File: config.mk
export PLATFORM = sky130hd
export DESIGN_NAME = brq_fp_wb_ctrl_flat
export DESIGN_NICKNAME = d
export VERILOG_FILES = /design/src/rtl/brq_fp_wb_ctrl_pkg.sv /design/src/rtl/brq_fp_wb_ctrl_if.sv /design/src/rtl/brq_fp_wb_fifo.sv /design/src/rtl/brq_fp_wb_ctrl.sv /design/src/flat_wrapper.sv
export SDC_FILE = /design/constraint.sdc
export NUM_CORES = 1
export LEC_CHECK = 0
export CORE_MARGIN = 1.5
export CORE_UTILIZATION = 25
export DETAILED_ROUTE_END_ITERATION = 16
export GPL_ROUTABILITY_DRIVEN = 0
export MAX_ROUTING_LAYER = met4
export PLACE_DENSITY = 0.42
export SYNTH_ARGS = -nofsm -noshare
export SYNTH_HDL_FRONTEND = slang
export SYNTH_HIERARCHICAL = 1
export SYNTH_SLANG_ARGS = --single-unit
File: constraint.sdc
create_clock -name clk_i -period 3.1 [get_ports clk_i]
set_clock_uncertainty 0.15 [all_clocks]
set_input_delay 0.62 -clock clk_i [delete_from_list [all_inputs] [get_ports clk_i]]
set_output_delay 0.62 -clock clk_i [all_outputs]
set_load 0.005 [all_outputs]
File: src/rtl/brq_fp_wb_ctrl_pkg.sv
`default_nettype none
// brq_fp_wb_ctrl_pkg: shared types for the FP writeback controller.
// Rev 1.0
package brq_fp_wb_ctrl_pkg;

  localparam int FpAddrWidth = 5;
  localparam int FpDataWidth = 32;

  typedef struct packed {
    logic [FpAddrWidth-1:0] rd;
    logic [FpDataWidth-1:0] data;
  } fp_wb_req_t;

  typedef enum logic [1:0] {FpWbNone, FpWbLsu, FpWbFifo, FpWbFpu} fp_wb_src_e;

endpackage
`default_nettype wire

File: src/rtl/brq_fp_wb_ctrl_if.sv
`default_nettype none
// brq_fp_wb_ctrl_if: issue/scoreboard, FPU, LSU and register-file write signals.
// Rev 1.0
interface brq_fp_wb_ctrl_if #(
  parameter int DataWidth = 32,
  parameter int AddrWidth = 5
);
  logic                   issue_valid_i;
  logic [AddrWidth-1:0]   issue_rd_i;
  logic [3*AddrWidth-1:0] rs_addr_i;
  logic [2:0]             rs_used_i;
  logic [AddrWidth-1:0]   chk_rd_i;
  logic                   chk_rd_used_i;
  logic                   hazard_o;
  logic                   fpu_valid_i;
  logic                   fpu_ready_o;
  logic [AddrWidth-1:0]   fpu_rd_i;
  logic [DataWidth-1:0]   fpu_wdata_i;
  logic                   lsu_valid_i;
  logic [AddrWidth-1:0]   lsu_rd_i;
  logic [DataWidth-1:0]   lsu_wdata_i;
  logic                   rf_we_o;
  logic [AddrWidth-1:0]   rf_waddr_o;
  logic [DataWidth-1:0]   rf_wdata_o;
  logic                   busy_o;

  modport slave (
    input  issue_valid_i, issue_rd_i, rs_addr_i, rs_used_i, chk_rd_i, chk_rd_used_i,
    input  fpu_valid_i, fpu_rd_i, fpu_wdata_i, lsu_valid_i, lsu_rd_i, lsu_wdata_i,
    output hazard_o, fpu_ready_o, rf_we_o, rf_waddr_o, rf_wdata_o, busy_o
  );

  modport master (
    output issue_valid_i, issue_rd_i, rs_addr_i, rs_used_i, chk_rd_i, chk_rd_used_i,
    output fpu_valid_i, fpu_rd_i, fpu_wdata_i, lsu_valid_i, lsu_rd_i, lsu_wdata_i,
    input  hazard_o, fpu_ready_o, rf_we_o, rf_waddr_o, rf_wdata_o, busy_o
  );
endinterface
`default_nettype wire

File: src/rtl/brq_fp_wb_fifo.sv
`default_nettype none
// brq_fp_wb_fifo: synchronous FIFO of FPU writeback requests, wrap-bit pointers.
// Rev 1.0
module brq_fp_wb_fifo
  import brq_fp_wb_ctrl_pkg::*;
#(
  parameter int Depth = 2
) (
  input  logic       clk_i,
  input  logic       rst_i,
  input  logic       push,
  input  logic       pop,
  input  fp_wb_req_t wdata,
  output logic       full,
  output logic       empty,
  output fp_wb_req_t head
);
  localparam int PtrW = $clog2(Depth);

  logic [PtrW:0] wptr;
  logic [PtrW:0] rptr;
  fp_wb_req_t    mem [Depth];

  always_ff @(posedge clk_i) begin
    if (rst_i) begin
      wptr <= '0;
      rptr <= '0;
    end else begin
      if (push) wptr <= wptr + 1'b1;
      if (pop)  rptr <= rptr + 1'b1;
    end
  end

  always_ff @(posedge clk_i) begin
    if (push) mem[wptr[PtrW-1:0]] <= wdata;
  end

  // Equal index with differing wrap bits means every slot is occupied.
  assign empty = (wptr == rptr);
  assign full  = ((wptr ^ rptr) == {1'b1, {PtrW{1'b0}}});
  assign head  = mem[rptr[PtrW-1:0]];

endmodule
`default_nettype wire

File: src/rtl/brq_fp_wb_ctrl.sv
`default_nettype none
// brq_fp_wb_ctrl: merges LSU/FPU results onto one RF write port and scoreboards FP dests.
// Rev 1.0
module brq_fp_wb_ctrl
  import brq_fp_wb_ctrl_pkg::*;
#(
  parameter int DataWidth = 32,
  parameter int AddrWidth = 5,
  parameter int FifoDepth = 2
) (
  input  logic              clk_i,
  input  logic              rst_i,
  brq_fp_wb_ctrl_if.slave   bus
);
  localparam int NumRegs = 2 ** AddrWidth;

  logic [NumRegs-1:0]   pending;
  logic [NumRegs-1:0]   pending_next;
  logic                 fifo_full;
  logic                 fifo_empty;
  logic                 fifo_push;
  logic                 fifo_pop;
  logic                 fpu_acc;
  logic                 hazard;
  fp_wb_req_t           fpu_req;
  fp_wb_req_t           fifo_head;
  fp_wb_src_e           src;
  logic [AddrWidth-1:0] win_rd;
  logic [DataWidth-1:0] win_data;

  assign fpu_req         = '{rd: bus.fpu_rd_i, data: bus.fpu_wdata_i};
  assign bus.fpu_ready_o = !fifo_full;
  assign fpu_acc         = bus.fpu_valid_i && !fifo_full;

  always_comb begin
    src      = FpWbNone;
    win_rd   = bus.fpu_rd_i;
    win_data = bus.fpu_wdata_i;
    if (bus.lsu_valid_i) begin
      src      = FpWbLsu;
      win_rd   = bus.lsu_rd_i;
      win_data = bus.lsu_wdata_i;
    end else if (!fifo_empty) begin
      src      = FpWbFifo;
      win_rd   = fifo_head.rd;
      win_data = fifo_head.data;
    end else if (fpu_acc) begin
      src = FpWbFpu;
    end
  end

  // Any accepted FPU result that did not take the port directly queues behind older ones.
  assign fifo_push = fpu_acc && (src != FpWbFpu);
  assign fifo_pop  = (src == FpWbFifo);

  brq_fp_wb_fifo #(.Depth(FifoDepth)) u_fifo (
    .clk_i (clk_i),
    .rst_i (rst_i),
    .push  (fifo_push),
    .pop   (fifo_pop),
    .wdata (fpu_req),
    .full  (fifo_full),
    .empty (fifo_empty),
    .head  (fifo_head)
  );

  always_ff @(posedge clk_i) begin
    if (rst_i) begin
      bus.rf_we_o    <= 1'b0;
      bus.rf_waddr_o <= '0;
      bus.rf_wdata_o <= '0;
    end else begin
      bus.rf_we_o <= (src != FpWbNone);
      if (src != FpWbNone) begin
        bus.rf_waddr_o <= win_rd;
        bus.rf_wdata_o <= win_data;
      end
    end
  end

  // Clear is applied first so a same-edge issue to the same register keeps it pending.
  always_comb begin
    pending_next = pending;
    if (bus.rf_we_o)       pending_next[bus.rf_waddr_o] = 1'b0;
    if (bus.issue_valid_i) pending_next[bus.issue_rd_i] = 1'b1;
  end

  always_ff @(posedge clk_i) begin
    if (rst_i) pending <= '0;
    else       pending <= pending_next;
  end

  always_comb begin
    hazard = bus.chk_rd_used_i && pending[bus.chk_rd_i];
    for (int i = 0; i < 3; i++) begin
      if (bus.rs_used_i[i] && pending[bus.rs_addr_i[i*AddrWidth +: AddrWidth]]) hazard = 1'b1;
    end
  end

  assign bus.hazard_o = hazard;
  assign bus.busy_o   = (|pending) || !fifo_empty;

  a_no_issue_on_hazard: assert property (@(posedge clk_i) disable iff (rst_i)
    bus.issue_valid_i |-> !bus.hazard_o);

  a_write_was_pending: assert property (@(posedge clk_i) disable iff (rst_i)
    bus.rf_we_o |-> pending[bus.rf_waddr_o]);

endmodule
`default_nettype wire

File: src/flat_wrapper.sv
// flat-port wrapper written by rule: the top's interface ports become plain ports
module brq_fp_wb_ctrl_flat import brq_fp_wb_ctrl_pkg::*;
#(
  parameter int DataWidth = 32,
  parameter int AddrWidth = 5,
  parameter int FifoDepth = 2
)
  (clk_i, rst_i, bus_issue_valid_i, bus_issue_rd_i, bus_rs_addr_i, bus_rs_used_i, bus_chk_rd_i, bus_chk_rd_used_i, bus_fpu_valid_i, bus_fpu_rd_i, bus_fpu_wdata_i, bus_lsu_valid_i, bus_lsu_rd_i, bus_lsu_wdata_i, bus_hazard_o, bus_fpu_ready_o, bus_rf_we_o, bus_rf_waddr_o, bus_rf_wdata_o, bus_busy_o);
  brq_fp_wb_ctrl_if #(.DataWidth(DataWidth), .AddrWidth(AddrWidth)) bus_i ();
  input  logic clk_i;
  input  logic rst_i;
  input wire logic [$bits(bus_i.issue_valid_i)-1:0] bus_issue_valid_i;
  input wire logic [$bits(bus_i.issue_rd_i)-1:0] bus_issue_rd_i;
  input wire logic [$bits(bus_i.rs_addr_i)-1:0] bus_rs_addr_i;
  input wire logic [$bits(bus_i.rs_used_i)-1:0] bus_rs_used_i;
  input wire logic [$bits(bus_i.chk_rd_i)-1:0] bus_chk_rd_i;
  input wire logic [$bits(bus_i.chk_rd_used_i)-1:0] bus_chk_rd_used_i;
  input wire logic [$bits(bus_i.fpu_valid_i)-1:0] bus_fpu_valid_i;
  input wire logic [$bits(bus_i.fpu_rd_i)-1:0] bus_fpu_rd_i;
  input wire logic [$bits(bus_i.fpu_wdata_i)-1:0] bus_fpu_wdata_i;
  input wire logic [$bits(bus_i.lsu_valid_i)-1:0] bus_lsu_valid_i;
  input wire logic [$bits(bus_i.lsu_rd_i)-1:0] bus_lsu_rd_i;
  input wire logic [$bits(bus_i.lsu_wdata_i)-1:0] bus_lsu_wdata_i;
  output wire logic [$bits(bus_i.hazard_o)-1:0] bus_hazard_o;
  output wire logic [$bits(bus_i.fpu_ready_o)-1:0] bus_fpu_ready_o;
  output wire logic [$bits(bus_i.rf_we_o)-1:0] bus_rf_we_o;
  output wire logic [$bits(bus_i.rf_waddr_o)-1:0] bus_rf_waddr_o;
  output wire logic [$bits(bus_i.rf_wdata_o)-1:0] bus_rf_wdata_o;
  output wire logic [$bits(bus_i.busy_o)-1:0] bus_busy_o;
  assign bus_i.issue_valid_i = bus_issue_valid_i;
  assign bus_i.issue_rd_i = bus_issue_rd_i;
  assign bus_i.rs_addr_i = bus_rs_addr_i;
  assign bus_i.rs_used_i = bus_rs_used_i;
  assign bus_i.chk_rd_i = bus_chk_rd_i;
  assign bus_i.chk_rd_used_i = bus_chk_rd_used_i;
  assign bus_i.fpu_valid_i = bus_fpu_valid_i;
  assign bus_i.fpu_rd_i = bus_fpu_rd_i;
  assign bus_i.fpu_wdata_i = bus_fpu_wdata_i;
  assign bus_i.lsu_valid_i = bus_lsu_valid_i;
  assign bus_i.lsu_rd_i = bus_lsu_rd_i;
  assign bus_i.lsu_wdata_i = bus_lsu_wdata_i;
  assign bus_hazard_o = bus_i.hazard_o;
  assign bus_fpu_ready_o = bus_i.fpu_ready_o;
  assign bus_rf_we_o = bus_i.rf_we_o;
  assign bus_rf_waddr_o = bus_i.rf_waddr_o;
  assign bus_rf_wdata_o = bus_i.rf_wdata_o;
  assign bus_busy_o = bus_i.busy_o;
  brq_fp_wb_ctrl #(.DataWidth(DataWidth), .AddrWidth(AddrWidth), .FifoDepth(FifoDepth)) u_core (.clk_i(clk_i), .rst_i(rst_i), .bus(bus_i));
endmodule
==> summary.md, run 1 <==
| Metric | Value |
|---|---|
| Outcome | finished, final reports clean |
| CP Max Fanout | 5 |
| Io pins | 149 |
| Most frequent cells in the layout | nand2_1, clkdlybuf4s50_1, edfxtp_1, a21oi_1, o21ai_0 |
| Setup-failing EPs final | 0 |
| Post-Syn Area | 0.00756 mm^2 |
| Via count | between 5000 and 6000 |
| Post-synthesis sequential area ratio | about 49% |
| VDD IR max | approximately 360 uV |
| Syn nets | 798 |
| Row count | 63 |
| Main combinational cell family by area after synthesis | multiplexers |
| Yosys warns | 6 |
| H-tree Lvls | 4 |
| CP Capture Type | primary output |
| Global-route wire length before repair | roughly 36000 um |
| DIE HEIGHT | 177 um |
| Initial antenna violation count | 3 |
| Flop2flop setup slack | between 0.8 and 0.9 ns |
| CP cell instances | buf_4 -> mux4_2 -> mux4_2 -> mux2i_1 -> o211ai_1 -> buf_2 |
| Synth Register Bits | 149 |
| Synth Area in XOR/XNOR | 0.464% |
| Critical path required time | approximately 2.3 ns |
| Clock power frac | 30.0% |
| Die area | 0.0313 mm^2 |
| Gr ovfl total | 0 |
| Seq pwr share | ~37% |
| Share of the synthesized area in the top cell type | 29.4% |
| Design Power | 7.08 mW |
| Simple-Gate Fraction of Synth Area | 12.3% |
| Critical Path Max Stage Delay | 0.46 ns |
| Num CTS Buffers | 17 |
| Post-synthesis mux area share | 23.8% |
| Clock tree sinks | around 150 |
| Total wire length | 23500 um |
| Share of cells above drive strength 1 | 22.1% |
| DRC errors left | 0 |
| Core box area | 0.0297 mm^2 |
| Fmax | 332 MHz |
| Worst path top cell family by delay | multiplexers |
| Netlist cell types | 44 |
| Critical Path Source | u_core/pending[10] |
| Pin count of the biggest net entering global routing | 59 |
| Synth-to-Final Area Change | 37.3% |
| Number of routed nets with antenna violations | 0 |
| Setup_tns | 0 ns |
| CTS tree | done |
| Insertion delay to the later sink of the worst-skew pair | 0.41 ns |
| DRT Pass-1 Iters | 5 |
| Net Switching | 2.15 mW |
| Starting Density | 25.4% |
| Startpoint type of the worst setup path | flop |
| Clock Tree Root | clkbuf_16 |
| Kind of critical path | reg -> out |
| Nets@finish | 965 |
| Total GRT Usage | between 15 and 20% |
| Vias in the first global route | 5967 |
| Synth Area in Adders | 0% |
| Worst Setup EP | bus_hazard_o |
| Fin crit period | 3.02 ns |
| Net Sw Frac | 30.4% |
| P_int | 4.93 mW |
| Crit path buffers/inverters | 2 |
| Hold Path Class | reg -> reg |
| Slew Limit Fails | 0 |
| Crit path depth | 6 |
| Syn Inst Count | ~700 |
| Pleak | 3.92 nW |
| Final hold vios | 0 |
| 1st-iter DRT viols | ~380 |
| Worst endpoint data arrival time | 2.25 ns |
| CP most frequent cell | mux4_2 |
| RR Endpoint | u_core/bus.rf_wdata_o[7] |
| Drt wl/cell | 18.6 um |
| Tcrit/Tclk final | 97.3% |
| Hpwl dp | 16200 um |
| Buffers added on ports | between 100 and 150 |
| CP max-delay cell | mux4_2 |
| Complex-gate fraction of the synthesized area | 10.5% |
| Power per cell area | 682 mW/mm^2 |
| Slew headroom | 48.6% |
| Commonest non-fill, non-tap cell in the layout | nand2_1 |
| Main area contributors after synthesis | edfxtp_1, dfxtp_1, mux4_2 |
| Mean Syn Cell Area | 11.0 um^2 |
| Max-Cap Viols | 0 |
| DR vias/cell | 4.70 |
| Reg2reg path depth | 7 |
| Worst-Margin Slew | ~0.77 ns |
| Critical R2R Launch | u_core/u_fifo/rptr[0] |
| Largest area contributor in the netlist | edfxtp_1 |
| Die width | between 150 and 200 um |
| Clock slew seen by the registers of the worst setup and hold paths | approximately 0.070 ns |
| Clk buf depth | 2 |
| Combinational power share | 32.6% |
area by class of cell:
type | instances | area, um^2
flip-flops and latches | 149 | 3740
repair buffers | 195 | 1860
multi-input cells | 488 | 3650
fillers | 3008 | 19300
diodes | 4 | 10.0
well taps | 390 | 488
clock buffers | 18 | 429
clock inverters | 14 | 175
inverters | 6 | 22.5
registers in the layout, indices dropped and copies added, names as in the netlist, named ones only:
name / flops
u_core/bus.rf_waddr_o: 5
u_core/bus.rf_we_o: 1
u_core/pending: 32
u_core/u_fifo/mem: 74
u_core/u_fifo/wptr: 2
u_core/bus.rf_wdata_o: 32
u_core/u_fifo/rptr: 2
per-stage QoR:
stage                     setup WS, ns  utilization [%]  cells  instance area, um^2  hold WS, ns
after floorplan                  0.289                -    690                 7560        0.298
after global placement          -0.810             32.5   1222                 9650        0.292
after detailed placement        -0.801             32.5   1222                 9650        0.295
after CTS                      0.00470             34.6   1255                10300        0.302
after global routing        -0.0000724             34.9   1263                10400        0.312
final                           0.0842             34.9   1264                10400        0.301
tightest hold or removal path, stage by stage, from the launching register on:
cell	delay, ns
dfxtp_1	0.31
nand2_1	0.05
a21oi_1	0.05
worst min path at each step:
stage | cells after the start | start | to | slack (ns)
CTS | 2 | u_core/bus.rf_wdata_o[0] | u_core/bus.rf_wdata_o[0] | 0.30
global route | 2 | u_core/bus.rf_wdata_o[0] | u_core/bus.rf_wdata_o[0] | 0.31
finish | 2 | u_core/bus.rf_wdata_o[0] | u_core/bus.rf_wdata_o[0] | 0.30
detailed placement | 2 | u_core/bus.rf_wdata_o[0] | u_core/bus.rf_wdata_o[0] | 0.29
floorplan | 2 | u_core/bus.rf_wdata_o[0] | u_core/bus.rf_wdata_o[0] | 0.30
global placement | 2 | u_core/bus.rf_wdata_o[26] | u_core/bus.rf_wdata_o[26] | 0.29
repair_timing:
| action | in CTS | in global routing |
|---|---|---|
| resized for setup | 32 | 36 |
| buffers inserted | 1 | 5 |
| endpoints found under the setup margin | 1 | 2 |
| hold buffers | 0 | 0 |
| pin swaps | 7 | 5 |
cells in the mapped netlist (all sizes together):
cell and count:
nand4 2, xor2 1, nor2b 5, a21bo 1, o211ai 1, a21oi 70
inv 6, mux2 40, nand3b 7, edfxtp 74, a311oi 1, a31oi 1
xnor2 3, nor4 6, nand2 153, o21ai 69, buf 20, nor3b 5
or3b 3, nand3 3, a2111oi 1, clkbuf 27, nor4b 1, o22ai 1
mux4 33, a22oi 1, o221ai 1, and3b 2, or3 1, and2 3
mux2i 47, o31ai 1, nor2 17, a31o 1, and3 2, dfxtp 75
nor3 3, a221oi 2
per-layer routing:
metal / GRT usage (%) / wire length [um] / vias to the layer above
li1: - / - / 2864
met1: 18.4 / 10200 / 2851
met4: 3.64 / 238 / 0
met5: - / 0 / -
met2: 26.0 / 11400 / 209
met3: 4.85 / 1670 / 17
power by group through the flow:
stage	Combinational (mW)	Sequential [mW]	Clock, mW
2_1_floorplan	1.42	2.65	0
3_3_place_gp	2.33	2.69	0
3_5_place_dp	2.33	2.69	0
4_1_cts	2.34	2.65	2.18
5_1_grt	2.53	2.69	2.27
6_report	2.31	2.65	2.12
cell families (layout without fill, tap and decap cells):
logic type                Yosys count  after routing
and+or+nand+nor                   213            213
AOI/OAI and AO/OA                 151            151
DFF                               149            149
muxes                             120            120
buffers and inverters              53            233
xor gates and xnor gates            4              4
other                               0              4
Note: power is estimated with default switching activity, not from simulation.
==> run 2, diff against run 1 <==
--- a/config.mk
+++ b/config.mk
@@ -10,7 +10,7 @@
 export DETAILED_ROUTE_END_ITERATION = 16
 export GPL_ROUTABILITY_DRIVEN = 0
 export MAX_ROUTING_LAYER = met4
-export PLACE_DENSITY = 0.42
+export PLACE_DENSITY = 0.41
 export SYNTH_ARGS = -nofsm -noshare
 export SYNTH_HDL_FRONTEND = slang
 export SYNTH_HIERARCHICAL = 1
==> constraint.sdc (replaced) <==
create_clock -name clk_i -period 3.8 [get_ports clk_i]
set_clock_uncertainty 0.15 [all_clocks]
set_input_delay 0.76 -clock clk_i [delete_from_list [all_inputs] [get_ports clk_i]]
set_output_delay 0.76 -clock clk_i [all_outputs]
set_load 0.005 [all_outputs]
==> run 2 against run 1 <==
  * Register-to-register slack improved by 0.47 ns
  * Combinational power shrank 20%
  * Critical path type is now in -> out
  * Final cell count shrank 1.5%
  * Via count shrank 0.20%
  * Largest cell class unchanged
  * Non-clock buffer count fell by 18
  * Clock-buffer cell count down 1
  * First-iteration DRC count is 16% lower
  * Design area decreased by 2.1%
  * Sequential share of layout area rose by 0.56 points
  * Die area is the same
  * Wire length increased by 0.19%
==> summary.md, run 2 (synthesis gave the netlist of run 1 again) <==
| Metric | Value |
|---|---|
| CTS Hold Bufs | 0 |
| Via count | 5929 |
| Worst-Margin Slew | 0.815 ns |
| RSZ-0062 raised after global routing | false |
| Power per cell area | ~560 mW/mm^2 |
| CP Capture Type | primary output |
| Insertion delay to the later sink of the worst-skew pair | 0.42 ns |
| Max-Cap Viols | 0 |
| Total GRT Usage | 16.1% |
| H-tree Lvls | 4 |
| 1st-iter DRT viols | ~320 |
| RR Endpoint | u_core/u_fifo/mem[1][35] |
| Flop2flop setup slack | 1.34 ns |
| Critical Path Source | bus_rs_addr_i[10] |
| Critical R2R Launch | u_core/u_fifo/wptr[0] |
| Setup-failing EPs final | 0 |
| Clk buf depth | 2 |
| Drt wl/cell | 18.9 um |
| Hold path cells | 2 |
| Die width | 177 um |
| Io pins | 149 |
| Global-route wire length before repair | 36400 um |
| Worst Setup EP | bus_hazard_o |
| Net Switching | between 1.5 and 2 mW |
| Most frequent cells in the layout | nand2_1, clkdlybuf4s50_1, dfxtp_1, edfxtp_1, a21oi_1 |
| Buffers added on ports | 148 |
| Num CTS Buffers | 17 |
| Met2 Track Usage GR | 25.1% |
| Core box area | 0.0297 mm^2 |
| Initial antenna violation count | 3 |
| Pleak | 3.75 nW |
| Worst endpoint data arrival time | 2.78 ns |
| Hold Path Class | reg -> reg |
| Net Sw Frac | 30.6% |
| Clock Tree Root | clkbuf_16 |
| Vias in the first global route | 6137 |
| Slew headroom | 45.4% |
| DR vias/cell | between 4 and 5 |
| DRT Pass-1 Iters | 5 |
| Synth-to-Final Area Change | 34.5% |
| Global-route met3 utilization | 4.85% |
| Design Power | 5.67 mW |
| P_int | 3.93 mW |
| Outcome | finished, final reports clean |
| Gr ovfl total | 0 |
| Tcrit/Tclk final | between 90% and 100% |
| Fin crit period | 3.69 ns |
| Row count | 63 |
| CP Max Fanout | 6 |
| Clock slew seen by the registers of the worst setup and hold paths | 0.07 ns |
| Seq pwr share | 38.4% |
| Slew Limit Fails | 0 |
| Grt peak-use layer | met2 |
| Kind of critical path | in -> out |
| VDD IR max | 385 uV |
| Total wire length | 23500 um |
| Commonest non-fill, non-tap cell in the layout | nand2_1 |
| GRT met1 Usage | 19.8% |
| Number of routed nets with antenna violations | 0 |
| Max reg flops | 74 |
| Die area | 0.0313 mm^2 |
| Reg2reg path depth | 7 |
| Placed Area | 0.00954 mm^2 |
| Startpoint type of the worst setup path | primary input |
| Nets@finish | 947 |
| Clock power frac | 29.2% |
| Pin count of the biggest net entering global routing | 76 |
| DRC errors left | 0 |
| Clock tree sinks | 149 |
| Critical path required time | approximately 2.9 ns |
| Share of cells above drive strength 1 | 16.7% |
| Combinational power share | between 30% and 40% |
| Hpwl dp | approximately 16000 um |
| Starting Density | 25.4% |
| Design area | about 0.010 mm^2 |
| Final hold vios | 0 |
| DIE HEIGHT | about 180 um |
| Fmax | 271 MHz |
| CTS tree | done |
## run 2: cell types whose count changed in the layout (fill, tap and decap cells not counted), moves of 2 or more
| cell | previous run | this run |
|---|---|---|
| buf_4 | 40 | 24 |
| dfxtp_1 | 58 | 74 |
| dfxtp_2 | 17 | 1 |
| clkdlybuf4s50_1 | 132 | 144 |
| clkbuf_2 | 6 | 0 |
| clkinv_1 | 0 | 3 |
| dlymetal6s2s_1 | 3 | 0 |
| buf_2 | 5 | 3 |
| mux2i_1 | 47 | 45 |
| mux2i_2 | 0 | 2 |
## run 2: per-layer routing
metal  vias up  share of wire, %  wire [um]
met4         0               1.8        416
met5         -                 0          0
met1      2854                43      10200
li1       2835                 -          -
met3        27               7.7       1820
met2       213                47      11100
## run 2: worst max-delay path, cell delays in order
cell,delay [ns]
clkdlybuf4s50_1,0.48
buf_6,0.14
mux4_2,0.51
mux2i_2,0.18
a221oi_1,0.13
a221oi_2,0.33
o211ai_1,0.12
buf_2,0.14
## run 2: how the worst min path moves through the flow
stage,startpoint,to,slack [ns]
after global placement,u_core/bus.rf_wdata_o[0],u_core/bus.rf_wdata_o[0],0.29
after detailed placement,u_core/bus.rf_wdata_o[20],u_core/bus.rf_wdata_o[20],0.30
after global routing,u_core/bus.rf_wdata_o[24],u_core/bus.rf_wdata_o[24],0.32
after CTS,u_core/bus.rf_wdata_o[24],u_core/bus.rf_wdata_o[24],0.30
after floorplan,u_core/bus.rf_wdata_o[0],u_core/bus.rf_wdata_o[0],0.30
final,u_core/bus.rf_wdata_o[24],u_core/bus.rf_wdata_o[24],0.30
## run 2: power by group through the flow
stage          Clock (mW)  Sequential [mW]  Combinational (mW)
2_1_floorplan           0             2.16                1.16
3_3_place_gp            0             2.21                1.89
3_5_place_dp            0             2.22                1.88
4_1_cts              1.72             2.18                1.89
5_1_grt              1.78             2.21                2.04
6_report             1.66             2.17                1.84
## run 2: layout make-up
| type | count | area [um^2] |
|---|---|---|
| fill | 3007 | 19600 |
| sequential | 149 | 3720 |
| multi-input combinational | 488 | 3600 |
| timing repair buffer | 177 | 1740 |
| tap | 390 | 488 |
| clock buffer | 17 | 425 |
| clock inverter | 15 | 155 |
| inverter | 6 | 22.5 |
| antenna | 3 | 7.51 |
## run 2: per-stage QoR
step / utilization [%] / std cells / setup TNS (ns) / worst slack [ns] / hold WS, ns
6_report: 34.2 / 1245 / 0 / 0.105 / 0.303
5_1_grt: 34.2 / 1245 / 0 / 0.00396 / 0.315
4_1_cts: 34.1 / 1242 / 0 / 0.0716 / 0.304
3_5_place_dp: 32.1 / 1209 / -0.383 / -0.383 / 0.295
3_3_place_gp: 32.1 / 1209 / -0.395 / -0.395 / 0.293
2_1_floorplan: - / 690 / 0 / 0.493 / 0.298
## run 2: what timing repair did
item                       in CTS  in global routing
hold endpoints to repair        0                  0
gates resized for setup         9                  2
pin swaps                       4                  1
setup buffers                   1                  0
cloned                          0                  0
setup endpoints to repair       1                  1
==> run 3, diff against run 2 <==
--- a/config.mk
+++ b/config.mk
@@ -7,10 +7,12 @@
 export LEC_CHECK = 0
 export CORE_MARGIN = 1.5
 export CORE_UTILIZATION = 25
+export CTS_CLUSTER_SIZE = 14
 export DETAILED_ROUTE_END_ITERATION = 16
+export DONT_BUFFER_PORTS = 1
 export GPL_ROUTABILITY_DRIVEN = 0
 export MAX_ROUTING_LAYER = met4
-export PLACE_DENSITY = 0.41
+export PLACE_DENSITY = 0.34
 export SYNTH_ARGS = -nofsm -noshare
 export SYNTH_HDL_FRONTEND = slang
 export SYNTH_HIERARCHICAL = 1
==> run 3 against run 2 <==
  * Via count shrank 10%
  * Clock power is 6% higher
  * Setup slack gained 0.47 ns
  * Non-clock buffer count is 170 lower
  * Critical path type is now reg -> out
  * Critical endpoint is now bus_busy_o
  * Largest cell class unchanged
  * Highest routed layer unchanged
==> summary.md, run 3 (synthesis gave the netlist of run 1 again) <==
| Metric | Value |
|---|---|
| Multi-input logic area | 0.00357 mm^2 |
| Post-Place Worst Slack | 0.751 ns |
| H-tree Lvls | 4 |
| CTS Hold Bufs | 0 |
| Share of cells above drive strength 1 | 16.3% |
| Vias in the first global route | 5598 |
| Total GRT Usage | 15.4% |
| Reg2reg path depth | 7 |
| RSZ-0062 raised after global routing | false |
| Slew Limit Fails | 0 |
| Tcrit/Tclk final | 84.9% |
| Outcome | finished, final reports clean |
| Global-route wire length before repair | roughly 34000 um |
| Nets@finish | around 800 |
| Num CTS Buffers | 17 |
| Antenna diodes | 0 |
| Kind of critical path | reg -> out |
| Post-layout instance count excluding filler cells | 1072 |
| Drt wl/cell | 21.4 um |
| Max reg flops | 74 |
| Number of fill cells | 3084 |
| Placed insts | 1040 |
| Flop2flop setup slack | 1.12 ns |
| Setup bufs post-CTS | 0 |
| VDD IR max | about 250 uV |
| Hpwl dp | approximately 15000 um |
| Gr ovfl total | 0 |
| Critical R2R Launch | u_core/u_fifo/wptr[0] |
| 1st-iter DRT viols | 452 |
| Row count | between 60 and 70 |
| Post-cts sizing count | 0 |
| Worst path top cell family by delay | simple AND/OR/NAND/NOR gates |
| Clock Tree Root | clkbuf_16 |
| Die width | 177 um |
| Setup_tns | 0 ns |
| Most frequent cells in the layout | nand2_1, dfxtp_1, edfxtp_1, a21oi_1, o21ai_0 |
| Commonest non-fill, non-tap cell in the layout | nand2_1 |
| Synth-to-Final Area Change | 12.2% |
| CP cell instances | xnor2_1 -> nor2b_4 -> buf_4 -> nor4b_1 -> nand4_1 -> nor2_1 -> nand2_1 |
| Insertion delay to the later sink of the worst-skew pair | 0.43 ns |
| Pin count of the biggest net entering global routing | slightly below 80 |
| Critical path required time | 2.89 ns |
| Core box area | 0.0297 mm^2 |
| Worst endpoint data arrival time | 2.32 ns |
| Total wire length | 22900 um |
| RR Endpoint | u_core/u_fifo/mem[1][10] |
| Slew headroom | 41.3% |
| Io pins | 149 |
| Starting Density | between 20% and 30% |
| Pleak | around 3 nW |
| DRC errors left | 0 |
| Hold Path Class | in -> reg |
| Critical Path Source | u_core/u_fifo/rptr[1] |
| Initial antenna violation count | 0 |
| Fin crit period | 3.23 ns |
| CP max-delay cell | nor4b_1 |
| Die area | 0.0313 mm^2 |
| Hold path cells | 1 |
| Crit path depth | 7 |
| Final hold vios | 0 |
| Via count | 5336 |
| DRT Pass-1 Iters | 5 |
| Clock tree sinks | 149 |
| DIE HEIGHT | 177 um |
| Startpoint type of the worst setup path | flop |
| DR vias/cell | 4.98 |
| Worst-Margin Slew | 0.881 ns |
| CTS tree | done |
| Power per cell area | 632 mW/mm^2 |
| CP Max Fanout | 13 |
| Fmax | about 310 MHz |
| Buffers added on ports | 0 |
| Setup ws final | 0.575 ns |
| Number of routed nets with antenna violations | 0 |
| CP Capture Type | primary output |
| Worst Setup EP | bus_busy_o |
| Storage element area | 0.00372 mm^2 |
| Clk buf depth | 2 |
| Critical Path Max Stage Delay | 0.38 ns |
| Max-Cap Viols | 0 |
| Clock slew seen by the registers of the worst setup and hold paths | 0.06 ns |
| Crit path buffers/inverters | 1 |
| Setup-failing EPs final | 0 |
-- run 3: cell count changes in the layout (fill, tap and decap cells not counted), moves of 2 or more --
cell	delta
clkinv_4	-2
buf_4	-17
inv_6	-3
diode_2	-3
clkbuf_8	+4
mux2i_2	-2
clkbuf_1	+3
buf_12	-4
mux2i_1	+2
clkdlybuf4s50_1	-144
clkinv_1	-2
buf_2	-3
-- run 3: final cells by class --
| cell class | count | share of cell area, % |
|---|---|---|
| Multi-Input combinational cell | 488 | 42.2 |
| Clock inverter | 8 | 1.45 |
| Sequential cell | 149 | 43.9 |
| Tap cell | 390 | 5.76 |
| Inverter | 6 | 0.266 |
| Clock buffer | 24 | 5.80 |
| Timing Repair Buffer | 7 | 0.620 |
-- run 3: power breakdown --
part / leakage (nW) / total, mW / internal (mW) / switching, mW
sequential: 1.30 / 2.21 / 2.02 / 0.198
combinational: 1.48 / 1.38 / 0.623 / 0.754
clock: 0.294 / 1.76 / 1.10 / 0.661
total: 3.07 / 5.35 / 3.74 / 1.61
-- run 3: worst min-delay path by stage --
stage,from,to,slack (ns)
floorplan,u_core/bus.rf_wdata_o[0],u_core/bus.rf_wdata_o[0],0.30
global placement,u_core/bus.rf_wdata_o[14],u_core/bus.rf_wdata_o[14],0.31
detailed placement,u_core/bus.rf_wdata_o[15],u_core/bus.rf_wdata_o[15],0.31
CTS,rst_i,u_core/bus.rf_wdata_o[20],0.23
global route,rst_i,u_core/bus.rf_wdata_o[22],0.22
finish,rst_i,u_core/bus.rf_wdata_o[20],0.24
-- run 3: worst reg2reg max path, cell delays in order, from the launching register on --
cell and delay [ns]:
dfxtp_1 0.44, xor2_1 0.30, nor2_1 0.10, inv_1 0.13, nand2_1 0.11, nor2_1 0.19, and2_2 0.45, buf_4 0.45
-- run 3: through the flow --
| step | power, mW | instance area [um^2] | util (%) | hold slack, ns |
|---|---|---|---|---|
| after floorplan | 3.32 | 7560 | - | 0.298 |
| after global placement | 3.65 | 7860 | 26.5 | 0.308 |
| after detailed placement | 3.65 | 7860 | 26.5 | 0.308 |
| after CTS | 5.45 | 8480 | 28.5 | 0.225 |
| after global routing | 5.64 | 8480 | 28.5 | 0.221 |
| final | 5.35 | 8480 | 28.5 | 0.245 |
-- run 3: layer usage --
layer  up-vias  part of all wire [%]  global-route usage, %
li1       2480                     -                      -
met1      2590                    41                   16.9
met2       218                    47                   24.6
met3        48                   9.0                   5.97
met4         0                   3.3                   6.99
met5         -                     0                      -
